## src/rtl/calc_entry_sequencer.sv

```systemverilog
// Calculator entry sequencer: debounces operator switches, assembles "A op B =" from keypad
// digits, drives the ALU handshake and echoes accepted symbols to the LCD via a 4-deep queue.
// Optional build macro CALC_CHAIN_EN: an operator after a result chains it in as operand A.
module calc_entry_sequencer #(
    parameter int WIDTH   = 16,
    parameter int DIGITS  = 3,
    parameter int DEB_CYC = 4
) (
    input  logic             clk_100hz,
    input  logic             rst,
    input  logic [7:0]       i_sw_dip,
    input  logic             i_key_valid,
    input  logic [3:0]       i_key_digit,
    input  logic             i_alu_ack,
    input  logic [WIDTH-1:0] i_alu_result,
    input  logic             i_alu_err,
    input  logic             i_lcd_busy,
    output logic [7:0]       o_led,
    output logic             o_lcd_wr,
    output logic [7:0]       o_lcd_char,
    output logic             o_lcd_clr,
    output logic             o_alu_req,
    output logic [2:0]       o_alu_op,
    output logic [WIDTH-1:0] o_opa,
    output logic [WIDTH-1:0] o_opb,
    output logic [WIDTH-1:0] o_result,
    output logic             o_result_valid,
    output logic             o_err,
    output logic             o_ovf
);

    localparam int CW = $clog2(DEB_CYC + 1);
    localparam int NW = $clog2(DIGITS + 1);

    typedef enum logic [2:0] {S_A, S_B, S_WEQ, S_EXEC, S_DONE} state_t;
    typedef enum logic [3:0] {
        ACT_NONE, ACT_DIG_A, ACT_DIG_B, ACT_OP, ACT_FACT, ACT_EQ, ACT_ACK, ACT_RESTART, ACT_CHAIN
    } act_t;

    function automatic logic [2:0] op_code(input logic [7:0] sw);
        logic [2:0] c;
        c = 3'd0;
        for (int i = 1; i < 8; i++)
            if (sw[i]) c = 3'(7 - i);
        return c;
    endfunction

    function automatic logic [7:0] op_char(input logic [2:0] op);
        logic [7:0] c;
        case (op)
            3'd0:    c = 8'h2B;
            3'd1:    c = 8'h2D;
            3'd2:    c = 8'hD7;
            3'd3:    c = 8'h2F;
            3'd4:    c = 8'hF7;
            3'd5:    c = 8'h5E;
            default: c = 8'h21;
        endcase
        return c;
    endfunction

    // ---------------- switch debounce ----------------
    logic [7:0]    r_sync, r_cand, r_led, r_op_sw;
    logic [CW-1:0] r_cnt;
    logic          r_op_pend;
    logic          w_accept, w_op_evt, w_op_take;
    logic [7:0]    w_clean;

    assign w_accept = (r_sync == r_cand) && (r_cnt == CW'(DEB_CYC - 1));
    assign w_clean  = $onehot(r_cand) ? r_cand : 8'h00;
    assign w_op_evt = w_accept && (w_clean != 8'h00) && (w_clean != r_led);

    always_ff @(posedge clk_100hz or posedge rst) begin
        if (rst) begin
            r_sync    <= 8'h00;
            r_cand    <= 8'h00;
            r_cnt     <= CW'(DEB_CYC);
            r_led     <= 8'h00;
            r_op_pend <= 1'b0;
            r_op_sw   <= 8'h00;
        end else begin
            r_sync <= i_sw_dip;
            if (r_sync != r_cand) begin
                r_cand <= r_sync;
                r_cnt  <= CW'(1);
            end else if (r_cnt < CW'(DEB_CYC)) begin
                r_cnt <= r_cnt + CW'(1);
            end
            if (w_accept) r_led <= w_clean;
            // a pending operator waits out any cycle that carries a digit
            if (w_op_evt) begin
                r_op_pend <= 1'b1;
                r_op_sw   <= w_clean;
            end else if (w_op_take) begin
                r_op_pend <= 1'b0;
            end
        end
    end

    // ---------------- event decode ----------------
    state_t           r_state, w_nxt;
    act_t             w_act;
    logic [7:0]       w_chr;
    logic             w_key, w_is_eq, w_is_fact, w_is_bin;
    logic [2:0]       w_opc;
    logic [NW-1:0]    r_na, r_nb;
    logic [WIDTH-1:0] r_opa, r_opb, r_result, w_dig;
    logic [2:0]       r_op;
    logic             r_err, r_res_vld, r_ovf, r_clr;
    logic             w_full, w_echo_ev, w_drop, w_do, w_clr, w_push, w_pop, w_ovf;

    assign w_key     = i_key_valid && (i_key_digit < 4'd10);
    assign w_op_take = r_op_pend && !w_key;
    assign w_is_eq   = (r_op_sw == 8'h01);
    assign w_is_fact = (r_op_sw == 8'h02);
    assign w_is_bin  = |r_op_sw[7:2];
    assign w_opc     = op_code(r_op_sw);
    assign w_dig     = {{(WIDTH-4){1'b0}}, i_key_digit};

    always_comb begin : p_act
        w_act = ACT_NONE;
        w_chr = 8'h20;
        case (r_state)
            S_A: begin
                if (w_key) begin
                    if (r_na < NW'(DIGITS)) begin
                        w_act = ACT_DIG_A;
                        w_chr = 8'h30 + {4'h0, i_key_digit};
                    end
                end else if (w_op_take && (r_na != '0) && (w_is_bin || w_is_fact)) begin
                    w_act = w_is_fact ? ACT_FACT : ACT_OP;
                    w_chr = op_char(w_opc);
                end
            end
            S_B: begin
                if (w_key) begin
                    if (r_nb < NW'(DIGITS)) begin
                        w_act = ACT_DIG_B;
                        w_chr = 8'h30 + {4'h0, i_key_digit};
                    end
                end else if (w_op_take && w_is_eq && (r_nb != '0)) begin
                    w_act = ACT_EQ;
                    w_chr = 8'h3D;
                end
            end
            S_WEQ: begin
                if (!w_key && w_op_take && w_is_eq) begin
                    w_act = ACT_EQ;
                    w_chr = 8'h3D;
                end
            end
            S_EXEC: begin
                if (i_alu_ack) begin
                    w_act = ACT_ACK;
                    w_chr = 8'h45;
                end
            end
            S_DONE: begin
                if (w_key) begin
                    w_act = ACT_RESTART;
                    w_chr = 8'h30 + {4'h0, i_key_digit};
                end
`ifdef CALC_CHAIN_EN
                else if (w_op_take && !r_err && (w_is_bin || w_is_fact)) begin
                    w_act = ACT_CHAIN;
                    w_chr = op_char(w_opc);
                end
`endif
            end
            default: ;
        endcase
    end

    // restart/chain flush the queue first, so only plain echoes can be dropped
    assign w_echo_ev = (w_act == ACT_DIG_A) || (w_act == ACT_DIG_B) || (w_act == ACT_OP) ||
                       (w_act == ACT_FACT) || (w_act == ACT_EQ);
    assign w_drop    = w_echo_ev && w_full;
    assign w_do      = (w_act != ACT_NONE) && !w_drop;
    assign w_clr     = (w_act == ACT_RESTART) || (w_act == ACT_CHAIN);
    assign w_push    = (w_echo_ev && !w_full) || w_clr ||
                       ((w_act == ACT_ACK) && i_alu_err && !w_full);
    assign w_ovf     = w_drop || ((w_act == ACT_ACK) && i_alu_err && w_full);

    // ---------------- FSM ----------------
    always_ff @(posedge clk_100hz or posedge rst) begin
        if (rst) r_state <= S_A;
        else     r_state <= w_nxt;
    end

    always_comb begin : p_nxt
        w_nxt = r_state;
        if (w_do) begin
            case (w_act)
                ACT_OP:      w_nxt = S_B;
                ACT_FACT:    w_nxt = S_WEQ;
                ACT_EQ:      w_nxt = S_EXEC;
                ACT_ACK:     w_nxt = S_DONE;
                ACT_RESTART: w_nxt = S_A;
                ACT_CHAIN:   w_nxt = w_is_fact ? S_WEQ : S_B;
                default:     w_nxt = r_state;
            endcase
        end
    end

    always_comb begin : p_out
        o_alu_req = (r_state == S_EXEC);
    end

    // ---------------- operand / result datapath ----------------
    always_ff @(posedge clk_100hz or posedge rst) begin
        if (rst) begin
            r_opa     <= '0;
            r_opb     <= '0;
            r_na      <= '0;
            r_nb      <= '0;
            r_op      <= 3'd0;
            r_result  <= '0;
            r_err     <= 1'b0;
            r_res_vld <= 1'b0;
            r_ovf     <= 1'b0;
            r_clr     <= 1'b0;
        end else begin
            r_res_vld <= 1'b0;
            r_ovf     <= w_ovf;
            r_clr     <= w_clr;
            if (w_do) begin
                case (w_act)
                    ACT_DIG_A: begin
                        r_opa <= (r_opa << 3) + (r_opa << 1) + w_dig;
                        r_na  <= r_na + NW'(1);
                    end
                    ACT_DIG_B: begin
                        r_opb <= (r_opb << 3) + (r_opb << 1) + w_dig;
                        r_nb  <= r_nb + NW'(1);
                    end
                    ACT_OP, ACT_FACT: begin
                        r_op  <= w_opc;
                        r_opb <= '0;
                        r_nb  <= '0;
                    end
                    ACT_ACK: begin
                        r_result  <= i_alu_result;
                        r_err     <= i_alu_err;
                        r_res_vld <= 1'b1;
                    end
                    ACT_RESTART: begin
                        r_opa <= w_dig;
                        r_na  <= NW'(1);
                        r_err <= 1'b0;
                    end
                    ACT_CHAIN: begin
                        r_opa <= r_result;
                        r_na  <= NW'(DIGITS);
                        r_op  <= w_opc;
                        r_opb <= '0;
                        r_nb  <= '0;
                    end
                    default: ;
                endcase
            end
        end
    end

    // ---------------- LCD write queue ----------------
    logic [7:0] r_q [4];
    logic [1:0] r_wp, r_rp;
    logic [2:0] r_qn;
    logic       r_lcd_wr;
    logic [7:0] r_lcd_char;

    assign w_full = (r_qn == 3'd4);
    // the !r_lcd_wr term enforces one idle cycle between writes
    assign w_pop  = (r_qn != 3'd0) && !i_lcd_busy && !r_lcd_wr && !w_clr;

    always_ff @(posedge clk_100hz or posedge rst) begin
        if (rst) begin
            for (int i = 0; i < 4; i++) r_q[i] <= 8'h00;
            r_wp       <= 2'd0;
            r_rp       <= 2'd0;
            r_qn       <= 3'd0;
            r_lcd_wr   <= 1'b0;
            r_lcd_char <= 8'h20;
        end else begin
            r_lcd_wr <= w_pop;
            if (w_pop) r_lcd_char <= r_q[r_rp];
            if (w_clr) begin
                r_q[0] <= w_chr;
                r_rp   <= 2'd0;
                r_wp   <= 2'd1;
                r_qn   <= 3'd1;
            end else begin
                if (w_push) begin
                    r_q[r_wp] <= w_chr;
                    r_wp      <= r_wp + 2'd1;
                end
                if (w_pop) r_rp <= r_rp + 2'd1;
                case ({w_push, w_pop})
                    2'b10:   r_qn <= r_qn + 3'd1;
                    2'b01:   r_qn <= r_qn - 3'd1;
                    default: r_qn <= r_qn;
                endcase
            end
        end
    end

    assign o_led          = r_led;
    assign o_lcd_wr       = r_lcd_wr;
    assign o_lcd_char     = r_lcd_char;
    assign o_lcd_clr      = r_clr;
    assign o_alu_op       = r_op;
    assign o_opa          = r_opa;
    assign o_opb          = r_opb;
    assign o_result       = r_result;
    assign o_result_valid = r_res_vld;
    assign o_err          = r_err;
    assign o_ovf          = r_ovf;

endmodule

```

## config.mk

```make
export PLATFORM = sky130hd
export DESIGN_NAME = calc_entry_sequencer
export DESIGN_NICKNAME = d
export VERILOG_FILES = /design/src/rtl/calc_entry_sequencer.sv
export SDC_FILE = /design/constraint.sdc
export NUM_CORES = 1
export LEC_CHECK = 0
export BUFFER_PORTS_ARGS = -buffer_cell sky130_fd_sc_hd__clkbuf_2
export CORE_MARGIN = 1
export CORE_UTILIZATION = 59
export DETAILED_ROUTE_END_ITERATION = 7
export HOLD_SLACK_MARGIN = 0.05
export MAX_ROUTING_LAYER = met4
export PLACE_DENSITY = 0.81
export SLEW_MARGIN = 20
export SYNTH_ARGS = -nofsm -noshare
export SYNTH_HDL_FRONTEND = slang
export SYNTH_SLANG_ARGS = --single-unit
```

## constraint.sdc

```tcl
create_clock -name clk_100hz -period 6.5 [get_ports clk_100hz]
set_input_delay 1.95 -clock clk_100hz [delete_from_list [all_inputs] [get_ports clk_100hz]]
set_output_delay 1.95 -clock clk_100hz [all_outputs]
set_load 0.05 [all_outputs]
```

-- Word level (Yosys, flattened, before mapping)
Cells that the tools add are included.
- add/sub/neg operators: 19
- order comparisons: 7
- equal/unequal tests: 27
- multiplexer cells: 57
- bitwise gates (word level): 3
- reductions and logical operators: 61
- operators with widths (kind ; count):
    2-to-1 mux 8 bit ; 8
    2-to-1 mux 3 bit ; 16
    case mux 16 bit (3 select lines) ; 1
    case mux 8 bit (6 select lines) ; 1
    case mux 8 bit (5 select lines) ; 1
    adder 16 bit ; 2
    adder 16 x 4 -> 16 bit ; 2
    bitwise mux 32 bit ; 1
    2-to-1 mux 32 bit ; 1
    case mux 16 bit (2 select lines) ; 1
    2-to-1 mux 7 bit ; 4
    logical AND 1 bit ; 21
    case mux 4 bit (5 select lines) ; 1
    case mux 3 bit (6 select lines) ; 1
    binary-select mux 8 bit (select 2 bit) ; 1
    demux 8 bit (select 2 bit) ; 1
    == test 4 x 3 -> 1 bit, second input constant ; 4
    inequality test 8 bit ; 2
    nonzero test 2 bit ; 8
    == test 3 x 2 -> 1 bit, second input constant ; 5
    AND reduction 2 bit ; 7
    == test 3 bit, second input constant ; 4
    2-to-1 mux 2 bit ; 6
    2-to-1 mux 5 bit ; 2
    other kinds (38) ; 73
- register bits: 146
- input bits: 34
- output and inout bits: 73
- word-level logic and storage cells: 200

-- Depth between registers and ports, before layout
- depth in word-level cells: 20
- depth in mapped cells: 17
- depth with buffers taken out: 15

-- Least setup slack after synthesis
Ideal clock, no wire load.
- path type: input to register
- from: input port i_key_digit[3]
- to: register r_opb[15], in the netlist o_opb[15]
- library setup time: 0.118 ns
- arrival: 4.303 ns
- data required time: 6.382 ns
- path slack: 2.079 ns
- stages on the path: 9
- path buffers: 0
- path through: fa_1 -> ha_1 -> a211oi_1 -> o21ai_0 -> a2111oi_0 -> o31ai_1 -> a21oi_1 -> mux2i_1 -> a21o_1
- word-level cells in the longest chain between the ends: 18
- elaborated cells between the ends (all ways): 36
- those cells by class: add/sub: 1; order compare: 1; eq/ne: 6; mux: 8; reduce/logical: 20
- ends and longest elaborated chain (what ; RTL line ; source):
    from (decl) ; 13 ; input logic [3:0] i_key_digit,
    < comparator 4 bit ; 112 ; assign w_key = i_key_valid && (i_key_digit < 4'd10);
    logical AND 1 bit ; 112 ;
    zero test 1 bit ; 113, 147 ;
    logical AND 1 bit ; 113 ; assign w_op_take = r_op_pend && !w_key;
    logical AND 1 bit, on equally long branches (2 in a row) ; 141, 130 ;
    2-to-1 mux 3 bit, on equally long branches ; 141, 130 ;
    2-to-1 mux 4 bit, on equally long branches ; 136, 125 ;
    case mux 4 bit (5 select lines) ; 123 ; case (r_state)
    == test 4 x 1 -> 1 bit / == test 4 x 2 -> 1 bit (equally long branches) ; 175, 227 ;
    logical OR 1 bit (3 in a row) ; 175 ; assign w_echo_ev = (w_act == ACT_DIG_A) || (w_act == ACT_DIG_B) || (w_act == ACT_OP) ||
    logical OR 1 bit ; 176 ; (w_act == ACT_FACT) || (w_act == ACT_EQ);
    logical AND 1 bit ; 177 ; assign w_drop = w_echo_ev && w_full;
    zero test 1 bit ; 178 ; assign w_do = (w_act != ACT_NONE) && !w_drop;
    logical AND 1 bit ; 178 ;
    AND reduction 2 bit (no source line) ; - ;
    to (signal assigned) ; 233 ; r_opb <= (r_opb << 3) + (r_opb << 1) + w_dig;
    to (decl) ; 107 ; logic [WIDTH-1:0] r_opa, r_opb, r_result, w_dig;
Several ways; a longest one is shown, not always the timed one.
A chain may end at the register's enable or synchronous reset.

-- Final worst setup path
- from: register r_cand[0]
- to: register r_op_sw[5]
- word-level cells in the longest chain between the ends: 8
- elaborated cells between the ends (all ways): 11
- those cells by class: add/sub: 3; eq/ne: 3; mux: 1; reduce/logical: 4
- ends and longest elaborated chain (what ; RTL line ; source):
    from (decl) ; 63 ; logic [7:0] r_sync, r_cand, r_led, r_op_sw;
    from (signal assigned) ; 84 ; r_cand <= r_sync;
    adder 1 x 1 -> 2 bit (implied by the code) ; 70 ; assign w_clean = $onehot(r_cand) ? r_cand : 8'h00;
    adder 2 x 2 -> 3 bit (implied by the code) ; 70 ;
    adder 3 x 3 -> 4 bit (implied by the code) ; 70 ;
    == test 4 x 1 -> 1 bit ; 70 ;
    2-to-1 mux 8 bit ; 70 ;
    nonzero test 8 bit ; 71 ; assign w_op_evt = w_accept && (w_clean != 8'h00) && (w_clean != r_led);
    logical AND 1 bit (2 in a row) ; 71 ;
    to (signal assigned) ; 93 ; r_op_sw <= w_clean;
    to (decl) ; 63 ;
Several ways; a longest one is shown, not always the timed one.

==> results.yml <==
outcome:
  run_status: "complete, no violations"
setup_path:
  end_kind: "flip-flop"
  path_class: "flip-flop to flip-flop"
  critical_path.max_stage_delay_ps: 550
  critical_path_required_ps: 6820
  crit_arrival_ps: 4940
  rr_worst_depth: 16
  crit_chain: "fa_1, inv_1, fa_1, fa_1, inv_1, ha_1, inv_1, fa_1, nor2b_1, a31oi_1, or2_2, o32ai_1, nand4_1, nor4bb_2, buf_4, mux2_2"
  cp_max_fo: 9
  path_depth: 16
  crit_family: "adder cells"
  path_buf_inv: 4
  crit_top_cell: "fa_1"
  crit_slowest_cell: "fa_1"
  cp-start-kind: "flip-flop"
timing:
  finClkSkew_ps: 12.4
  min_period_ps: 4620
  drv_slew: 0
  post-route-period-util: 0.711
  rsz0062_at_grt: "false"
  final-hold-violation-count: 0
  relSlewSlack: 0.332
  timing.fmax_ghz: 0.216
  layout_setup_ws_ps: 1880
  worst_pin_slew_ps: 1000
  setup_viol: 0
  timing.setup.tns_ps: 0
yosys:
  netlist_top_cells_area: "dfrtp_1 43%, ha_1 9.7%, nand2_1 6.2%, mux2_2 5.2%, o21ai_0 3.7%"
  yosys.area.top_type: "dfrtp_1"
  synth_fa_ha_area_frac: 0.119
  ys.flop_type: "dfrtp_1"
  synth_nets: 940
  async_flop_share: 1.00
  synth_compound_area_frac: 0.119
  avgSynthCellArea_sq_um: 10.1
  synth-simple-area-share: 0.153
  synthesis.area_sq_um: 8370
  synth_common_cells: "144 x dfrtp_1, 139 x nand2_1, 65 x ha_1"
  synth_seq_cells: 146
  synth_top_cell_area_share: 0.431
  muxShareOfSynthArea: 0.0896
  synthMostInstantiatedCell: "dfrtp_1"
  synth_edf_count: 0
  yosys_warnings: 0
  synth_cells: 832
  synth_top_family_by_area: "simple AND/OR/NAND/NOR gates"
  synth-xor-area-share: 0.0449
  yosysUniqueCellTypes: 69
  ys_seq_area_frac: 0.437
layout:
  final_net_count: 1037
  syn_to_final_growth_pct: 14.8
  layout-drive-gt1-share: 0.224
  antenna_cells: 0
  fin_cells: 1122
place:
  place_congestion: 0.920
  dpl_worst_slack_ps: 1560
  dpl.hpwl_mm: 13.0
  place_inst: 1090
  io_buffer_count: 106
floorplan:
  coreArea_sq_um: 13900
  start_util: 0.603
  rows: 43
  pin_count: 107
  die_area_sq_um: 14700
  die_w_um: 121
  die_h_um: 121
clock_tree:
  htreeDepth: 4
  cts_resized: 0
  cts_buffers: 17
  cts_tree: "built"
  clk-insertion-delay-late_ps: 440
  post_cts_buffers: 0
  postCtsHoldBufs: 0
  root_buffer: "clkbuf_16"
  cts.sinks: 146
  clock_path_buffers: 2
  clkTransAtPathRegs_ps: 60
detailed_routing:
  drt_iter0_drc: 442
  drt-total-wl_mm: 18.6
  vias: 6495
  dr.pass1.iters: 5
  ant_nets: 0
  wl_per_cell_um: 16.6
  drc: 0
  vias_per_cell: 5.79
hold_path:
  hold_path_class: "flip-flop to flip-flop"
  min_delay_path_depth: 0
global_routing:
  grt_use_total: 0.284
  grt_pass1_vias: 6414
  grt_antenna_before_repair: 0
  grt_overflow: 0
  grt_pass1_wl_mm: 31.2
  grt_max_degree: 101
run:
  cap_violations: 0
power:
  power_density_nw_per_um2: 228
  peakVddDrop_mv: 0.201
  power.leakage_uw: 0.00489
-- flip-flops by register name, summed over array words and instances (netlist names), 3 cells and up --
name        count
r_q            32
o_opa          16
o_opb          16
o_result       16
o_lcd_char      8
o_led           8
r_cand          8
r_op_sw         8
r_sync          8
o_alu_op        3
r_cnt           3
r_qn            3
r_state         3
-- kinds of logic (layout without fill, tap and decap cells) --
family	Yosys count	in the layout
muxes	60	60
and+or+nand+nor	276	276
xor gates and xnor gates	42	42
adders and majority gates	74	74
DFF	146	146
buffers and inverters	78	188
AOI/OAI and AO/OA	156	156
-- layout make-up --
| type | instances | area, sq um |
|---|---|---|
| clock inverters | 11 | 103 |
| flip-flops and latches | 146 | 3660 |
| multi-input cells | 608 | 4410 |
| repair buffers | 114 | 591 |
| clock buffers | 21 | 460 |
| fillers | 1073 | 4270 |
| inverters | 42 | 163 |
| well taps | 180 | 225 |
-- metal layers --
metal / GRT usage / routed length [um]
met1: 0.372 / 8310
met2: 0.439 / 8930
met3: 0.0700 / 1030
met4: 0.0864 / 311
met5: - / 0
-- worst paths after layout --
kind	from	endpoint	slack, ps
worst max-delay path	r_cand[0]$_DFFE_PP0N_	r_op_sw[5]$_DFFE_PP0P_	1880
worst min-delay path	r_sync[3]$_DFF_PP0_	r_cand[3]$_DFFE_PP0N_	390
worst max register to register	r_cand[0]$_DFFE_PP0N_	r_op_sw[5]$_DFFE_PP0P_	1880
worst min register to register	r_sync[3]$_DFF_PP0_	r_cand[3]$_DFFE_PP0N_	390
max in group asynchronous	rst	o_opa[15]$_DFFE_PP0P_	3690
min in group asynchronous	rst	r_sync[0]$_DFF_PP0_	1690
-- worst register-to-register path, stage by stage (launching register included) --
cell      delay, ps
dfrtp_1         470
fa_1            560
inv_1            50
fa_1            500
fa_1            420
inv_1            70
ha_1            160
inv_1            60
fa_1            380
nor2b_1         140
a31oi_1         390
or2_2           300
o32ai_1         130
nand4_1         100
nor4bb_2        190
buf_4           240
mux2_2          350
-- metrics by stage --
| stage | hold slack, ps | power (uW) | instance area [sq um] | utilization |
|---|---|---|---|---|
| 5_1_grt | 400 | 2270 | 9610 | 0.692 |
| 2_1_floorplan | 445 | 1200 | 8370 | - |
| 3_5_place_dp | 380 | 1270 | 9040 | 0.652 |
| 4_1_cts | 393 | 2200 | 9610 | 0.692 |
| 6_report | 393 | 2190 | 9610 | 0.692 |
| 3_3_place_gp | 376 | 1260 | 9040 | 0.652 |
-- cell usage in the layout (no fill, tap or decap), types with 7 or more instances in the layout --
cell type | synthesis | routed
mux4_2 | 8 | 8
dfrtp_1 | 144 | 144
a31oi_1 | 8 | 8
mux2i_1 | 13 | 13
fa_1 | 9 | 9
xnor2_1 | 30 | 30
mux2_2 | 39 | 39
ha_1 | 65 | 65
o31ai_1 | 7 | 7
nand2_1 | 139 | 139
nor3_1 | 23 | 23
nor2_1 | 37 | 37
clkbuf_16 | 0 | 17
a21oi_1 | 31 | 31
xor2_1 | 11 | 11
inv_1 | 41 | 40
clkbuf_2 | 0 | 106
buf_4 | 1 | 8
nand3_1 | 26 | 26
o21ai_0 | 62 | 62
-- where the power goes --
group | switching, uW | total (uW) | internal (uW)
Sequential | 59.0 | 996 | 937
Combinational | 152 | 264 | 112
Clock | 382 | 929 | 547
Total | 594 | 2190 | 1590
No activity file was read; power rests on OpenSTA's default activity.
